File: config.mk
export PLATFORM = sky130hd
export DESIGN_NAME = instruction_memory
export DESIGN_NICKNAME = d
export VERILOG_FILES = /design/src/rtl/instruction_memory.sv
export SDC_FILE = /design/constraint.sdc
export NUM_CORES = 1
export LEC_CHECK = 0
export ABC_AREA = 1
export BUFFER_PORTS_ARGS = -buffer_cell sky130_fd_sc_hd__clkbuf_2
export CAP_MARGIN = 20
export CORE_MARGIN = 3
export CORE_UTILIZATION = 45
export DETAILED_ROUTE_END_ITERATION = 10
export GPL_ROUTABILITY_DRIVEN = 0
export PLACE_DENSITY = 0.66
export RECOVER_POWER = 50
export SYNTH_ARGS = -nofsm -noshare
export SYNTH_HDL_FRONTEND = slang
export SYNTH_SLANG_ARGS = --single-unit
export TNS_END_PERCENT = 50
File: constraint.sdc
create_clock -name clk -period 8.3 [get_ports clk]
set_input_delay 0.83 -clock clk [delete_from_list [all_inputs] [get_ports clk]]
set_output_delay 0.83 -clock clk [all_outputs]
set_load 0.05 [all_outputs]
File: src/rtl/instruction_memory.sv
// Execute stage of the 8-bit CPU. It latches an operand pair and an opcode, then
// computes the ALU result combinationally and keeps a registered copy for write-back.
module instruction_memory #(
  parameter int WIDTH = 8,
  parameter int OPW   = 3
) (
  input  logic             clk,
  input  logic             reset,
  input  logic [WIDTH-1:0] a,
  input  logic [WIDTH-1:0] b,
  input  logic [OPW-1:0]   opcode,
  output logic [OPW-1:0]   alu_sel,
  output logic [WIDTH-1:0] alu_out,
  output logic             carry_out,
  output logic [WIDTH-1:0] data_out
);

  typedef enum logic [OPW-1:0] {
    OP_ADD = 3'b000,
    OP_SUB = 3'b001,
    OP_AND = 3'b010,
    OP_OR  = 3'b011,
    OP_XOR = 3'b100,
    OP_MUL = 3'b101,
    OP_DIV = 3'b110,
    OP_CMP = 3'b111
  } alu_op_e;

  logic [WIDTH-1:0]   a_r;
  logic [WIDTH-1:0]   b_r;
  logic [WIDTH:0]     sum;
  logic [WIDTH:0]     diff;
  logic [2*WIDTH-1:0] prod;
  logic [WIDTH-1:0]   quot;
  logic               div_zero;
  logic               a_lt_b;
  logic               a_eq_b;
  logic               a_gt_b;

  // Operand and select capture; reset is active-low and asynchronous.
  always_ff @(posedge clk or negedge reset) begin
    if (!reset) begin
      a_r     <= '0;
      b_r     <= '0;
      alu_sel <= '0;
    end else begin
      a_r     <= a;
      b_r     <= b;
      alu_sel <= opcode;
    end
  end

  // Arithmetic building blocks, all sized so no result bits are lost.
  always_comb begin
    sum      = {1'b0, a_r} + {1'b0, b_r};
    diff     = {1'b0, a_r} - {1'b0, b_r};
    prod     = {{WIDTH{1'b0}}, a_r} * {{WIDTH{1'b0}}, b_r};
    div_zero = (b_r == '0);
    quot     = div_zero ? '1 : (a_r / b_r);
    a_lt_b   = (a_r < b_r);
    a_eq_b   = (a_r == b_r);
    a_gt_b   = (a_r > b_r);
  end

  always_comb begin
    alu_out   = '0;
    carry_out = 1'b0;
    case (alu_op_e'(alu_sel))
      OP_ADD: begin
        alu_out   = sum[WIDTH-1:0];
        carry_out = sum[WIDTH];
      end
      OP_SUB: begin
        alu_out   = diff[WIDTH-1:0];
        carry_out = a_lt_b;
      end
      OP_AND: alu_out = a_r & b_r;
      OP_OR:  alu_out = a_r | b_r;
      OP_XOR: alu_out = a_r ^ b_r;
      OP_MUL: begin
        alu_out   = prod[WIDTH-1:0];
        carry_out = |prod[2*WIDTH-1:WIDTH];
      end
      OP_DIV: begin
        alu_out   = quot;
        carry_out = div_zero;
      end
      OP_CMP: alu_out = {{(WIDTH-3){1'b0}}, a_lt_b, a_eq_b, a_gt_b};
      default: begin
        alu_out   = '0;
        carry_out = 1'b0;
      end
    endcase
  end

  // Write-back copy lags the combinational result by one edge.
  always_ff @(posedge clk or negedge reset) begin
    if (!reset) begin
      data_out <= '0;
    end else begin
      data_out <= alu_out;
    end
  end

endmodule

Yosys cells after proc, flatten, opt, wreduce, memory -nomap -nowiden. Cells that the tools add are included.

Add/subtract/negate cells: 2. Multipliers: 1. Div/mod/pow operators: 1. $lt $le $gt $ge: 2. Eq/ne operators: 8. Shift operators: 0. Mux-type cells: 3. Bitwise gates (word level): 3. Reduce and logical (&&, ||, !) cells: 3.

Operators with widths (number): one-hot mux 8 bit (8 select lines) (1); multiplier 8 x 8 -> 16 bit (1); equality test 3 bit (second input constant) (4); adder 8 x 8 -> 9 bit (1); AND 8 bit (1); divider 8 x 8 -> 8 bit (1); equality test 8 bit (1); > comparator 8 bit (1); logical NOT 8 bit (1); < comparator 8 bit (1); two-way mux 8 bit (1); OR 8 bit (1); OR reduction 8 bit (1); subtractor 8 bit (1); XOR 8 bit (1); equality test 3 x 2 -> 1 bit (second input constant) (2); one-hot mux 1 bit (4 select lines) (1); equality test 3 x 1 -> 1 bit (second input constant) (1); logical NOT 3 bit (1).

Register bits: 27. Bits in latches: 0. RAM bits: 0. Bits in read-only memories: 0. Input port bits: 21. Output and inout bits: 20. Logic and storage cells: 27. Memories: 0.

Longest topological paths before layout. Gate-level depths: netlist of run 1.

Depth in word-level cells: 3. Mapped depth: 65.

Least setup slack after synthesis of run 1. OpenSTA, ideal clock, no wires.

Kind: flip-flop to output port. From: reg b_r[0]. To: out alu_out[0]. Data arrival time: 8.805 ns. Setup slack: -1.335 ns. Cell stages (with the launch flop): 64. Path buffers: 1. Path through: dfrtp_1 inv_1 ha_1 o21ai_0 inv_1 nand3_1 nand2_1 ha_1 o21ai_0 nand2_1 nand2_2 inv_2 nand2_2 nand2_1 ha_1 o21ai_0 nand2_1 nand2_1 (+28 left out) nand2_1 and2_1 ha_1 inv_1 nor4_2 nand2_1 nand3_1 buf_4 o21ai_0 o21ai_0 inv_1 ha_1 nand2_1 o21ai_0 nand2_1 nand4_1 nand2_1 a22oi_1.

Word-level cells in the longest chain between the ends: 3. Elaborated cells between the ends (all ways): 11. Those cells by class: add/sub: 2; mul: 1; div: 1; order compare: 1; mux: 2; bitwise: 3; reduce/logical: 1.

RTL lines: start, declared (line 30) `logic [WIDTH-1:0] b_r;`; start signal, assigned (line 44) `b_r <= '0;`; start signal, assigned (line 48) `b_r <= b;`; divider 8 x 8 -> 8 bit or logical NOT 8 bit (tied branches) (line 59, 58); two-way mux 8 bit (line 59) `quot = div_zero ? '1 : (a_r / b_r);`; one-hot mux 8 bit (8 select lines) * (line 68) `case (alu_op_e'(alu_sel))`; end, declared (line 13) `output logic [WIDTH-1:0] alu_out,`.

Mark *: on every way between the ends. The rest lies on a longest branch, timed or not.

Worst setup path in the final report of run 1. Ends and elaborated chain as after synthesis.

==> results of run 1 <==
## final cells by class
| cell class | count | area share [%] |
|---|---|---|
| clock buffers | 3 | 0.948 |
| clock inverters | 1 | 0.0632 |
| inverters | 212 | 10.3 |
| multi-input cells | 605 | 63.1 |
| flip-flops and latches | 27 | 8.55 |
| well taps | 172 | 2.72 |
| repair buffers | 161 | 14.3 |
## stage by stage
| step | setup TNS [ns] | area [µm²] | util [%] | setup WS, ns |
|---|---|---|---|---|
| finish | -1.14 | 7920 | 61.5 | -0.947 |
| CTS | -1.18 | 7530 | 58.5 | -0.949 |
| global placement | -0.666 | 7210 | 56.0 | -0.666 |
| detailed placement | -0.978 | 7210 | 56.0 | -0.872 |
| floorplan | -0.368 | 6200 | - | -0.368 |
| global route | -2.30 | 7920 | 61.5 | -1.40 |
## repair_timing
| item | CTS | global route |
|---|---|---|
| endpoints found under the setup margin | 3 | 3 |
| buffers inserted | 20 | 11 |
| hold buffers | 0 | 0 |
| gates cloned | 0 | 0 |
| pin swaps | 28 | 44 |
| gates resized for setup | 27 | 58 |
## registers in the layout, summed over array words and instances (netlist names)
| register | count |
|---|---|
| data_out | 8 |
| b_r | 8 |
| a_r | 8 |
| alu_sel | 3 |
## final timing paths
| kind | to | slack [ns] | depth (start not counted) |
|---|---|---|---|
| hold reg to reg | data_out[7] | 0.87 | 3 |
| setup / recovery | alu_out[0] | -0.95 | 61 |
| min in group asynchronous | b_r[1] | 0.94 | 1 |
| setup reg to reg | data_out[0] | 0.13 | 61 |
| max in group asynchronous | b_r[0] | 6.30 | 1 |
| hold / removal | a_r[0] | 0.66 | 1 |
## kinds of logic after synthesis
group	count (synthesis)	synth area share [%]
fa+ha+maj	137	33.0
buf+inv	231	14.9
compound gates	119	11.5
simple gates	326	26.1
flops	27	11.2
xor+xnor	23	3.33
## power groups by stage
stage / clock network (µW) / registers [µW] / logic (µW)
3_5_place_dp: 0 / 159 / 789
4_1_cts: 121 / 156 / 817
5_1_grt: 126 / 158 / 975
6_report: 120 / 156 / 863
2_1_floorplan: 0 / 184 / 558
3_3_place_gp: 0 / 159 / 783
## Yosys cell counts (2+ instances only)
cell type and instances:
buf_4 4, nand2_2 9, o21ai_1 7, inv_2 13
a21oi_1 42, buf_2 4, nor2_4 4, o2111ai_1 2
a221oi_1 2, nand4_1 12, o21bai_1 5, o22ai_1 3
nor4_1 4, nand2_1 184, xor2_1 20, nand3_2 10
nor3_4 3, and2_1 7, o211ai_1 3, nor3_1 7
o21ai_2 2, nor2_1 30, o21ai_0 39, buf_6 2
dfrtp_1 27, nand3_1 39, ha_1 99, a22oi_1 3
xnor2_1 3, or2_2 5, fa_1 38, inv_1 198
nor2_2 2, clkbuf_1 9, o21a_1 3, nand3b_1 3
## metal layers
| layer | track usage (%) | share of wire (%) |
|---|---|---|
| met5 | 0 | 0 |
| met3 | 3.95 | 6.8 |
| met1 | 32.0 | 44 |
| met2 | 37.7 | 48 |
| met4 | 2.52 | 1.2 |
## cells in the final DEF (no fill, tap or decap), types with 4 or more instances in the layout
cell type / synthesis / routed
fa_1: 38 / 38
inv_4: 1 / 5
o21ai_1: 7 / 11
nand2_2: 9 / 18
nand3_1: 39 / 32
inv_1: 198 / 190
inv_2: 13 / 16
buf_4: 4 / 121
nor2_4: 4 / 4
nand3_2: 10 / 12
nor3_1: 7 / 4
a21oi_1: 42 / 34
o21ai_0: 39 / 26
ha_1: 99 / 82
nor2_2: 2 / 4
nand2_4: 1 / 7
clkbuf_2: 0 / 34
nor4_1: 4 / 4
clkbuf_1: 9 / 4
or2_2: 5 / 5
a21oi_2: 0 / 7
nand2_1: 184 / 168
o21ai_2: 2 / 9
nand4_1: 12 / 12
and2_4: 0 / 5
nand3_4: 1 / 6
ha_4: 0 / 17
nor3_2: 1 / 4
dfrtp_1: 27 / 26
xor2_1: 20 / 19
nor2_1: 30 / 28
## worst max-delay path, delay by kind of cell, from the launching register on
kind	cells	cell delay, ns
AND/OR/NAND/NOR	27	2.84
buffers and inverters	17	1.85
adder cells (fa/ha/maj)	7	1.69
AO/OA/AOI/OAI	9	1.19
flip-flops	1	0.43
XOR/XNOR	1	0.13
==> impl_metrics.env, run 1 <==
export IMPL_synth_cell_type_count=52
export IMPL_swShare_pct=51.5
export IMPL_nNetsFinal=1168
export IMPL_io_buffers=40
export IMPL_post_route_period_util_pct=111
export IMPL_synth_seq_cells=27
export IMPL_syn_area_mm2=0.00605
export IMPL_antenna_found_initial=0
export IMPL_whs_ns=0.656
export IMPL_drive_gt1_share_pct=29.5
export IMPL_cts_sinks=27
export IMPL_drtAntennaViolNets=0
export IMPL_maxCapViolations=1
export IMPL_routedWlPerCell_um=14.5
export IMPL_nFillCells=1127
export IMPL_drt_pass1_iter_count=5
export IMPL_combPwrFrac_pct=75.7
export IMPL_synth_top_cell_by_area="ha_1"
export IMPL_p_int_uw=553
export IMPL_rr_startpoint="b_r[0]"
export IMPL_rsz0062_at_grt="yes"
export IMPL_yosysWarningCount=0
export IMPL_p_sw_uw=586
export IMPL_status="finished, violations left"
export IMPL_startpoint="b_r[0]"
export IMPL_synth_cells=863
export IMPL_skew_ns=0.00643
export IMPL_rows=41
export IMPL_areaGrowthSynthToFinish_pct=30.9
export IMPL_dp_cells=1146
export IMPL_ys_async_sr_fraction_pct=100
export IMPL_cpMostUsedCell="buf_4"
export IMPL_pwr_density_cell_mw_per_mm2=144
export IMPL_via_per_inst=5.10
export IMPL_routed_wl_um=17100
export IMPL_violations="capacitance limit, slew limit, setup timing"
export IMPL_cp_end_kind="output port"
export IMPL_required_ns=7.47
export IMPL_grt_ovfl_total=0
export IMPL_diodes=0
export IMPL_cts_tree="built"
export IMPL_cts_buffers_inserted=3
export IMPL_clkTransAtPathRegs_ns=0.08
export IMPL_post_route_worst_setup_slack_ns=-0.947
export IMPL_final_hold_viol_count=0
export IMPL_relSlewSlack_pct=-6.88
export IMPL_yosysSeqAreaShare_pct=11.2
export IMPL_synth_area_top_cells="ha_1 (20%), fa_1 (13%), inv_1 (12%), nand2_1 (11%), dfrtp_1 (11%)"
export IMPL_cellLeakagePower_uw=0.00450
export IMPL_synthFlopType="dfrtp_1"
export IMPL_htreeDepth=1
export IMPL_fin_crit_ns=9.25
export IMPL_grt_pass1_vias=5668
export IMPL_initial_core_util_pct=47.0
export IMPL_cts_buffer_depth=2
export IMPL_fp_dieH_um=122
export IMPL_crit_path_start_kind="flip-flop"
export IMPL_tightest_slew_ns=1.60
export IMPL_multi_input_area_mm2=0.00500
export IMPL_slowest_delay_ns=0.43
export IMPL_fp_dieArea_mm2=0.0149
export IMPL_dr_first_iter_drc_count=432
export IMPL_power_uw=1140
export IMPL_drv_slew=28
export IMPL_sequentialPowerShare_pct=13.7
export IMPL_synth_edf_count=0
export IMPL_drc_errors=0
export IMPL_instances_no_fill=1181
export IMPL_hold_start="a[0]"
export IMPL_pin_count=41
export IMPL_dp_hpwl_um=13200
export IMPL_syn_nets=1021
export IMPL_cp_data_arrival_time_ns=8.42
export IMPL_vdd_drop_max_mv=0.0965
export IMPL_hold_class="input port to flip-flop"
export IMPL_fp_coreArea_mm2=0.0129
export IMPL_clk_latency_ns=0.27
export IMPL_synth_top_area_share_pct=20.5
export IMPL_path_max_fanout=8
export IMPL_path_class="flip-flop to output port"
export IMPL_track_usage_pct=22.7
export IMPL_critical_path_slowest_cell="dfrtp_2"
export IMPL_vias=6025
export IMPL_max_freq_mhz=108
export IMPL_regArea_um2=677
export IMPL_setup_viol_count_final=2
export IMPL_syn_area_per_cell_um2=7.01
export IMPL_root_buffer="clkbuf_16"
export IMPL_grt_pass1_wl_um=27200
export IMPL_die_w_um=122
export IMPL_grt_max_degree=28
export IMPL_p_clk_share_pct=10.6
No activity file was read; power rests on OpenSTA's default activity.
==> inputs of run 2 (changes only) <==
--- a/config.mk
+++ b/config.mk
@@ -12,7 +12,7 @@
 export CORE_UTILIZATION = 45
 export DETAILED_ROUTE_END_ITERATION = 10
 export GPL_ROUTABILITY_DRIVEN = 0
-export PLACE_DENSITY = 0.66
+export PLACE_DENSITY = 0.76
 export RECOVER_POWER = 50
 export SYNTH_ARGS = -nofsm -noshare
 export SYNTH_HDL_FRONTEND = slang
==> run 2 against run 1 <==
Net effect: the flow still finishes with violations (capacitance limit, slew limit, setup timing); combinational power up 4.3%; via count up 3.8%; sequential power about the same; routed wire length up 11%; clock skew down 0.0010 ns; register-to-register slack worse by 0.13 ns; hold slack worse by 0.0044 ns; global-route usage up 0.76 points; clock-buffer cell count unchanged; non-clock buffer count up 3; first-iteration DRC count up 20%; core utilization up 1.2 points; largest cell class unchanged.
==> impl_metrics.env, run 2 (synthesized netlist as in run 1, its figures left out) <==
export IMPL_status="finished, violations left"
export IMPL_violations="capacitance limit, slew limit, setup timing"
export IMPL_post_route_worst_setup_slack_ns=-1.18
export IMPL_pwr_density_cell_mw_per_mm2=146
export IMPL_skew_ns=0.00540
export IMPL_routedWlPerCell_um=16.0
export IMPL_root_buffer="clkbuf_16"
export IMPL_setup_viol_count_final=3
export IMPL_grt_pass1_wl_um=28100
export IMPL_drt_pass1_iter_count=5
export IMPL_relSlewSlack_pct=-5.02
export IMPL_cts_tree="built"
export IMPL_die_w_um=122
export IMPL_slowest_delay_ns=0.43
export IMPL_post_route_period_util_pct=114
export IMPL_dp_hpwl_um=13200
export IMPL_holdPathStages=1
export IMPL_fin_area_mm2=0.00808
export IMPL_diodes=0
export IMPL_clk_latency_ns=0.28
export IMPL_grt_ovfl_total=0
export IMPL_grt_max_degree=28
export IMPL_antenna_found_initial=0
export IMPL_nFillCells=1083
export IMPL_htreeDepth=1
export IMPL_cp_data_arrival_time_ns=8.65
export IMPL_largestRegisters="a_r: 8 flops, b_r: 8 flops, data_out: 8 flops"
export IMPL_rows=41
export IMPL_place_area_mm2=0.00720
export IMPL_clkTransAtPathRegs_ns=0.08
export IMPL_cp_end_kind="output port"
export IMPL_max_freq_mhz=106
export IMPL_cpMostUsedCell="ha_4"
export IMPL_io_buffers=40
export IMPL_hold_class="input port to flip-flop"
export IMPL_fp_dieArea_mm2=0.0149
export IMPL_cts_buffer_depth=2
export IMPL_drtAntennaViolNets=0
export IMPL_crit_path_start_kind="flip-flop"
export IMPL_dr_first_iter_drc_count=518
export IMPL_setup_tns_ns=-1.60
export IMPL_path_max_fanout=8
export IMPL_required_ns=7.47
export IMPL_final_cell_mix="inv_1 (186), nand2_1 (165), buf_4 (119)"
export IMPL_critical_path_slowest_cell="dfrtp_1"
export IMPL_cts_hold_buffers=0
export IMPL_tightest_slew_ns=1.58
export IMPL_grt_pass1_vias=5823
export IMPL_fp_coreArea_mm2=0.0129
export IMPL_via_per_inst=5.28
export IMPL_vdd_drop_max_mv=0.104
export IMPL_drv_slew=28
export IMPL_cellLeakagePower_uw=0.00452
export IMPL_track_usage_pct=23.4
export IMPL_cts_buffers_inserted=3
export IMPL_rr_worst_depth=60
export IMPL_fin_crit_ns=9.48
export IMPL_rsz0062_at_grt="yes"
export IMPL_routed_wl_um=18900
export IMPL_cts_sinks=27
export IMPL_nNetsFinal=1171
export IMPL_final_common_cell="inv_1"
export IMPL_whs_ns=0.652
export IMPL_final_hold_viol_count=0
export IMPL_pin_count=41
export IMPL_drc_errors=0
export IMPL_maxCapViolations=1
export IMPL_vias=6256
export IMPL_path_class="flip-flop to output port"
export IMPL_drive_gt1_share_pct=31.3
export IMPL_fp_dieH_um=122
export IMPL_initial_core_util_pct=47.0
export IMPL_areaGrowthSynthToFinish_pct=33.5
-- run 2: cell count changes in the layout (fill, tap and decap cells not counted), sizes merged --
| cell | before | now |
|---|---|---|
| inv | 212 | 213 |
| clkinv | 1 | 0 |
| buf | 123 | 125 |
| clkbuf | 41 | 42 |
-- run 2: report_power, final --
part           total, µW  internal, µW  leakage [µW]  switching [µW]
clock                123          67.1     0.0000415            55.6
sequential           157           143      0.000320            13.4
combinational        900           358       0.00416             542
-- run 2: layout make-up --
| type | count | area (µm²) | area share, % |
|---|---|---|---|
| multi-input combinational | 605 | 5110 | 63.3 |
| timing repair buffer | 164 | 1170 | 14.5 |
| inverter | 212 | 821 | 10.2 |
| sequential | 27 | 677 | 8.38 |
| tap | 172 | 215 | 2.66 |
| clock buffer | 3 | 75.1 | 0.929 |
| clock inverter | 1 | 8.76 | 0.108 |
-- run 2: through the flow --
stage	std cells	util, %	setup WS [ns]	power, µW
4_1_cts	1170	59.6	-0.839	1110
5_1_grt	1184	62.8	-1.64	1290
3_3_place_gp	1147	56.0	-0.580	933
3_5_place_dp	1147	56.0	-0.839	951
2_1_floorplan	863	-	-0.368	742
6_report	1184	62.8	-1.18	1180
-- run 2: layer usage --
metal | global-route usage, % | share of wire [%] | routed length (µm)
met5 | 0 | 0 | 0
met4 | 4.41 | 3.3 | 619
met3 | 3.81 | 8.1 | 1540
met2 | 40.1 | 48 | 9140
met1 | 31.5 | 40 | 7620
-- run 2: worst paths after layout --
check                                 from           to  slack (ns)
worst max-delay path                a_r[7]   alu_out[0]       -1.18
worst min-delay path                  a[7]       a_r[7]        0.65
worst max register to register      a_r[7]  data_out[0]           0
worst min register to register  alu_sel[0]  data_out[0]        0.87
max in group asynchronous            reset       b_r[0]        6.34
min in group asynchronous            reset  data_out[5]        0.93
-- run 2: critical path: cells and delay by family (launching register included) --
kind | cells | cell delay (ns)
flip-flops | 1 | 0.43
AO/OA/AOI/OAI | 9 | 1.31
XOR/XNOR | 1 | 0.15
adder cells (fa/ha/maj) | 8 | 2.02
buffers and inverters | 10 | 1.01
AND/OR/NAND/NOR | 33 | 3.43
-- run 2: timing repair --
action,4_1_cts,5_1_grt
gates cloned,0,0
pin swaps,42,59
buffers inserted,19,14
resized for setup,55,64
endpoints found under the setup margin,3,3
